`src/rtl/isa_pkg.sv`:
```
// Shared ISA definitions for the decode stage: opcodes, field positions,
// the decoded-instruction record and the combinational decoder.
package isa_pkg;

    localparam int ILEN   = 32;
    localparam int REG_W  = 5;
    localparam int OP_W   = 6;
    localparam int IMM_W  = 16;

    localparam int OP_LSB = 26;
    localparam int RD_LSB = 21;
    localparam int RS_LSB = 16;
    localparam int RT_LSB = 11;

    localparam logic [OP_W-1:0] OP_NOP    = 6'h00;
    localparam logic [OP_W-1:0] OP_ALUR   = 6'h01;
    localparam logic [OP_W-1:0] OP_ALUI   = 6'h02;
    localparam logic [OP_W-1:0] OP_LOAD   = 6'h03;
    localparam logic [OP_W-1:0] OP_STORE  = 6'h04;
    localparam logic [OP_W-1:0] OP_BRANCH = 6'h05;

    typedef enum logic {EMPTY = 1'b0, HELD = 1'b1} hold_state_e;

    typedef struct packed {
        logic [OP_W-1:0]  op;
        logic [REG_W-1:0] rd;
        logic [REG_W-1:0] rs;
        logic [REG_W-1:0] rt;
        logic [ILEN-1:0]  imm;
        logic             wen;
        logic             reads_rs;
        logic             reads_rt;
        logic             reads_rd;
        logic             ill;
    } dec_t;

    function automatic dec_t decode(input logic [ILEN-1:0] isn);
        dec_t d;
        d     = '0;
        d.op  = isn[OP_LSB +: OP_W];
        d.rd  = isn[RD_LSB +: REG_W];
        d.rs  = isn[RS_LSB +: REG_W];
        d.rt  = isn[RT_LSB +: REG_W];
        d.imm = {{(ILEN-IMM_W){isn[IMM_W-1]}}, isn[IMM_W-1:0]};
        case (d.op)
            OP_NOP:           ;
            OP_ALUR:          begin d.reads_rs = 1'b1; d.reads_rt = 1'b1; d.wen = 1'b1; end
            OP_ALUI, OP_LOAD: begin d.reads_rs = 1'b1; d.wen = 1'b1; end
            OP_STORE:         begin d.reads_rs = 1'b1; d.reads_rd = 1'b1; end
            OP_BRANCH:        begin d.reads_rs = 1'b1; d.reads_rt = 1'b1; end
            default:          d.ill = 1'b1;
        endcase
        // Writes to r0 are architecturally discarded, so never track them.
        if (d.rd == '0) d.wen = 1'b0;
        return d;
    endfunction

endpackage

```
`src/rtl/id_scoreboard.sv`:
```
// Busy-register scoreboard: one bit per architectural register, set on
// issue of a writer and cleared on writeback; r0 is never busy.
module id_scoreboard
    import isa_pkg::*;
#(
    parameter int NREGS = 32
) (
    input  logic             clk,
    input  logic             rst,
    input  logic             set_i,
    input  logic [REG_W-1:0] set_reg_i,
    input  logic             clr_i,
    input  logic [REG_W-1:0] clr_reg_i,
    input  logic [REG_W-1:0] rd_a_reg_i,
    input  logic [REG_W-1:0] rd_b_reg_i,
    input  logic [REG_W-1:0] wr_reg_i,
    output logic             rd_a_busy_o,
    output logic             rd_b_busy_o,
    output logic             wr_busy_o
);

    logic [NREGS-1:0] busy_q;
    logic [NREGS-1:0] busy_d;

    // Set is applied after clear so a same-cycle set/clear leaves the bit busy.
    always_comb begin
        busy_d = busy_q;
        if (clr_i) busy_d[clr_reg_i] = 1'b0;
        if (set_i) busy_d[set_reg_i] = 1'b1;
        busy_d[0] = 1'b0;
    end

    always_ff @(posedge clk or posedge rst) begin
        if (rst) busy_q <= '0;
        else     busy_q <= busy_d;
    end

    assign rd_a_busy_o = busy_q[rd_a_reg_i];
    assign rd_b_busy_o = busy_q[rd_b_reg_i];
    assign wr_busy_o   = busy_q[wr_reg_i];

endmodule

```
`src/rtl/id_stage.sv`:
```
// Instruction-decode stage: holds one fetched instruction, checks it against
// the scoreboard and issues it to execute, back-pressuring fetch on hazards.
module id_stage
    import isa_pkg::*;
#(
    parameter int NREGS = 32,
    parameter int XLEN  = 32
) (
    input  logic             clk,
    input  logic             rst,
    input  logic [XLEN-1:0]  isn,
    input  logic [XLEN-1:0]  n_pc,
    output logic             stall,
    input  logic             ex_stall,
    input  logic             flush,
    input  logic             wb_valid,
    input  logic [REG_W-1:0] wb_reg,
    output logic             de_valid,
    output logic [XLEN-1:0]  de_pc,
    output logic [OP_W-1:0]  de_op,
    output logic [REG_W-1:0] de_rd,
    output logic [REG_W-1:0] de_rs,
    output logic [REG_W-1:0] de_rt,
    output logic [XLEN-1:0]  de_imm,
    output logic             de_wen,
    output logic             de_ill
);

    hold_state_e      state_q, state_d;
    logic             cap;
    logic [XLEN-1:0]  h_isn_q, h_pc_q;
    dec_t             dec;
    logic             hv, hazard, issue;
    logic             rs_busy, rb_busy, wr_busy;
    logic [REG_W-1:0] rb_reg;

    assign hv  = (state_q == HELD);
    assign dec = decode(h_isn_q);

    // Second read port serves rt for ALU-R/BRANCH and rd for STORE.
    assign rb_reg = dec.reads_rt ? dec.rt : dec.rd;

    id_scoreboard #(.NREGS(NREGS)) u_sb (
        .clk         (clk),
        .rst         (rst),
        .set_i       (issue & dec.wen),
        .set_reg_i   (dec.rd),
        .clr_i       (wb_valid),
        .clr_reg_i   (wb_reg),
        .rd_a_reg_i  (dec.rs),
        .rd_b_reg_i  (rb_reg),
        .wr_reg_i    (dec.rd),
        .rd_a_busy_o (rs_busy),
        .rd_b_busy_o (rb_busy),
        .wr_busy_o   (wr_busy)
    );

    assign hazard = hv & ((dec.reads_rs & rs_busy)
                        | ((dec.reads_rt | dec.reads_rd) & rb_busy)
                        | (dec.wen & wr_busy));
    assign issue  = hv & ~hazard & ~ex_stall & ~flush;
    assign stall  = hv & ~issue & ~flush;

    always_comb begin
        state_d = state_q;
        cap     = 1'b0;
        case (state_q)
            EMPTY: if (!flush) begin
                state_d = HELD;
                cap     = 1'b1;
            end
            HELD: begin
                if (flush)      state_d = EMPTY;
                else if (issue) cap     = 1'b1;
            end
            default: state_d = EMPTY;
        endcase
    end

    always_ff @(posedge clk or posedge rst) begin
        if (rst) state_q <= EMPTY;
        else     state_q <= state_d;
    end

    always_ff @(posedge clk) begin
        if (cap) begin
            h_isn_q <= isn;
            h_pc_q  <= n_pc;
        end
    end

    // Fields only change on issue so a stalled or flushed slot keeps its last value.
    always_ff @(posedge clk or posedge rst) begin
        if (rst) begin
            de_valid <= 1'b0;
            de_pc    <= '0;
            de_op    <= '0;
            de_rd    <= '0;
            de_rs    <= '0;
            de_rt    <= '0;
            de_imm   <= '0;
            de_wen   <= 1'b0;
            de_ill   <= 1'b0;
        end else if (flush) begin
            de_valid <= 1'b0;
        end else if (!ex_stall) begin
            de_valid <= issue;
            if (issue) begin
                de_pc  <= h_pc_q;
                de_op  <= dec.op;
                de_rd  <= dec.rd;
                de_rs  <= dec.rs;
                de_rt  <= dec.rt;
                de_imm <= dec.imm;
                de_wen <= dec.wen;
                de_ill <= dec.ill;
            end
        end
    end

endmodule

```
`config.mk`:
```
export PLATFORM = sky130hd
export DESIGN_NAME = id_stage
export DESIGN_NICKNAME = d
export VERILOG_FILES = /design/src/rtl/isa_pkg.sv /design/src/rtl/id_scoreboard.sv /design/src/rtl/id_stage.sv
export SDC_FILE = /design/constraint.sdc
export NUM_CORES = 1
export LEC_CHECK = 0
export BUFFER_PORTS_ARGS = -buffer_cell sky130_fd_sc_hd__buf_2
export CORE_UTILIZATION = 31
export DETAILED_ROUTE_END_ITERATION = 10
export SETUP_SLACK_MARGIN = 0.5
export SLEW_MARGIN = 40
export SYNTH_ARGS = -nofsm -noshare
export SYNTH_HDL_FRONTEND = slang
export SYNTH_SLANG_ARGS = --single-unit
```
`constraint.sdc`:
```
create_clock -name clk -period 13 [get_ports clk]
set_input_delay 1.95 -clock clk [delete_from_list [all_inputs] [get_ports clk]]
set_output_delay 1.95 -clock clk [all_outputs]
set_load 0.005 [all_outputs]
```
==> out/results.txt <==
number of global-route vias before repair -> 5096
min cycle time layout -> 5.93 ns
Remaining DRCs -> 0
dominant synthesized flop cell -> dfrtp_1
top cell type by total area after synthesis -> dfrtp_1
clock buffer depth -> 2
1st-iter DRT viols -> 464
HP Class -> register to register
Core Rows -> 58
EDFF count, synth -> 64
pwr dens -> 144 nW/µm²
worst clock skew -> 0.0124 ns
Initial Util -> 31.5%
Syn Std Cell Area -> 7910 µm²
1st-pass router iterations -> 5
kind of critical path -> input pin to primary output
slowest stage delay, CP -> 0.52 ns
post-layout util -> 37.2%
# diodes -> 0
first-pass GRT wire length -> 30300 µm
Final nets -> 727
Seq/Total Area, Yosys -> 55.6%
Critical Path Source Type -> input pin
initial antenna violation count -> 0
Layout Cells excl Fill -> 996
largest family of logic cells by synthesized area -> multiplexers
Yosys top cell area share -> 31.3%
CP Cell Sequence -> buf_2 > nor3b_1 > o41ai_1 > a211oi_1 > o31ai_1 > nand4b_1 > and3_1 > buf_2
DP Cell Count -> 964
Worst Tran Pin Value -> 0.825 ns
synthesis warning total -> 0
Placement Setup Slack -> 7.21 ns
Worst Hold Margin -> 0.471 ns
Max IR drop VDD -> 0.0682 mV
final instance area -> 9340 µm²
Simple-Gate Fraction of Synth Area -> 6.20%
Post-Syn Nets -> 596
outcome -> complete, no violations
setup ws final -> 7.07 ns
fin crit share -> 45.6%
DIE HEIGHT -> 162 µm
Die X -> 162 µm
CTS clock-pin slew for the worst setup and hold paths -> 0.07 ns
clock root buffer -> clkbuf_16
slew margin rel. -> 45.0%
Synth Area per Inst -> 15.1 µm²
Worst EP arrival -> 3.98 ns
Synth Area in Compound Gates -> 13.2%
Worst path most repeated cell -> buf_2
Hold Vio Cnt, Final -> 0
GRT Util Overall -> 15.3%
Worst path slowest cell -> nor3b_1
Fillers -> 2468
Final GP Congestion -> 0.894
Num CTS Buffers -> 17
leak pwr -> 4.12 nW
Final Max Tran Viols -> 0
largest net degree at the start of global routing -> 60
largest cells by area after synthesis -> dfrtp_1 (31%), edfxtp_1 (24%), mux2_4 (12%)
XOR/XNOR Fraction of Synth Area -> 0%
Critical path buffers and inverters -> 2
delay-heaviest family, CP -> simple AND/OR/NAND/NOR gates
DRT Wirelength -> 19100 µm
placed wire-length estimate -> 12900 µm
gr ovfl total -> 0
dpl cell area -> 8750 µm²
most frequent cells in the layout -> buf_2 (162), dfrtp_1 (99), edfxtp_1 (64)
Setup TNS Final -> 0 ns
htree depth -> 4
Synth Area in Adders -> 0%
die area -> 26100 µm²
vias per cell -> 5.11
share of cells above drive strength 1 -> 49.7%
Port Buffer Count -> 162
cts repair resizes -> 0
CP max FO -> 4
multiplexer area fraction after synthesis -> 18.6%
setup bufs post-CTS -> 0
#FFs+latches synth -> 163
synth unique cells -> 60
WP data required -> 11.05 ns
CP Capture Type -> primary output
Power Total -> 1.34 mW
Wirelength per Cell -> 19.2 µm
later-pin clock latency in the skew report -> 0.42 ns
unrepaired setup endpoints after global routing -> false
most common cell after layout, fill and taps aside -> buf_2
I/O Pins -> 163
Core Region -> 25100 µm²
vias -> 5094
CTS Sinks -> 163
Syn Inst Count -> 522
Max Cap Viol -> 0
Layout area overhead -> 18.1%
final setup fails -> 0
ANT nets after route -> 0
CTS tree -> yes
ys async rst share -> 60.7%
hold buffers post-CTS -> 0
fmax -> 169 MHz
==> worst register-to-register path, delay by kind of cell (launching register included) <==
kind            cells  cell delay [ns]
buf+inv             2             1.41
mux                 2             0.55
flops               1             0.50
simple gates        3             1.10
compound gates      3             0.74
==> registers in the layout, summed over array words and instances, names as in the netlist <==
register	flops
de_wen	1
hv	1
h_isn_q	32
de_pc	32
de_rt	5
de_rd	5
de_valid	1
de_imm	11
de_op	6
h_pc_q	32
de_rs	5
de_ill	1
u_sb.busy_q	31
==> report_power, final <==
group,switching [mW],internal [mW],leakage [nW]
Combinational,0.0878,0.117,2.00
Clock,0.206,0.294,0.278
Sequential,0.0409,0.596,1.85
Total,0.335,1.01,4.12
==> kinds of logic (layout without fill, tap and decap cells) <==
| group | after synthesis | after routing |
|---|---|---|
| flops | 163 | 163 |
| compound gates | 116 | 116 |
| mux | 96 | 96 |
| simple gates | 79 | 79 |
| buf+inv | 68 | 212 |
==> Yosys cell counts, drive strengths merged, types with 3 or more instances <==
cell type	n
a21oi	12
o31ai	4
nand2b	3
dfrtp	99
o211ai	4
mux4	14
edfxtp	64
or3b	4
o22ai	4
nand3b	8
nand2	17
nor3	6
buf	49
mux2i	14
nor2	8
mux2	68
a31oi	4
nor3b	5
clkbuf	9
o21ai	42
a211oi	3
or3	5
inv	10
o41ai	32
nand3	12
==> worst paths after layout <==
check	start	end	slack, ns	cells past startpoint
worst max-delay path	flush	stall	7.07	8
worst min-delay path	h_pc_q[24]	de_pc[24]	0.47	1
worst max register to register	h_isn_q[26]	de_rt[2]	8.57	10
worst min register to register	h_pc_q[24]	de_pc[24]	0.47	1
max in group asynchronous	rst	de_imm[6]	10.22	3
min in group asynchronous	rst	de_pc[20]	1.61	2
==> metal layers <==
layer / up-vias / wire length [µm] / track usage (%)
li1: 2255 / - / -
met3: 30 / 1250 / 3.96
met1: 2583 / 8670 / 21.0
met2: 226 / 8810 / 23.1
met5: - / 0 / 0
met4: 0 / 402 / 5.92
==> layout make-up <==
type / count / area [µm²] / area share (%)
clock buffers: 21 / 460 / 4.93
multi-input cells: 291 / 3010 / 32.3
well taps: 330 / 413 / 4.42
clock inverters: 11 / 126 / 1.35
flip-flops and latches: 163 / 4400 / 47.1
inverters: 10 / 40.0 / 0.429
repair buffers: 170 / 886 / 9.49
Note: power is estimated with default switching activity, not from simulation.
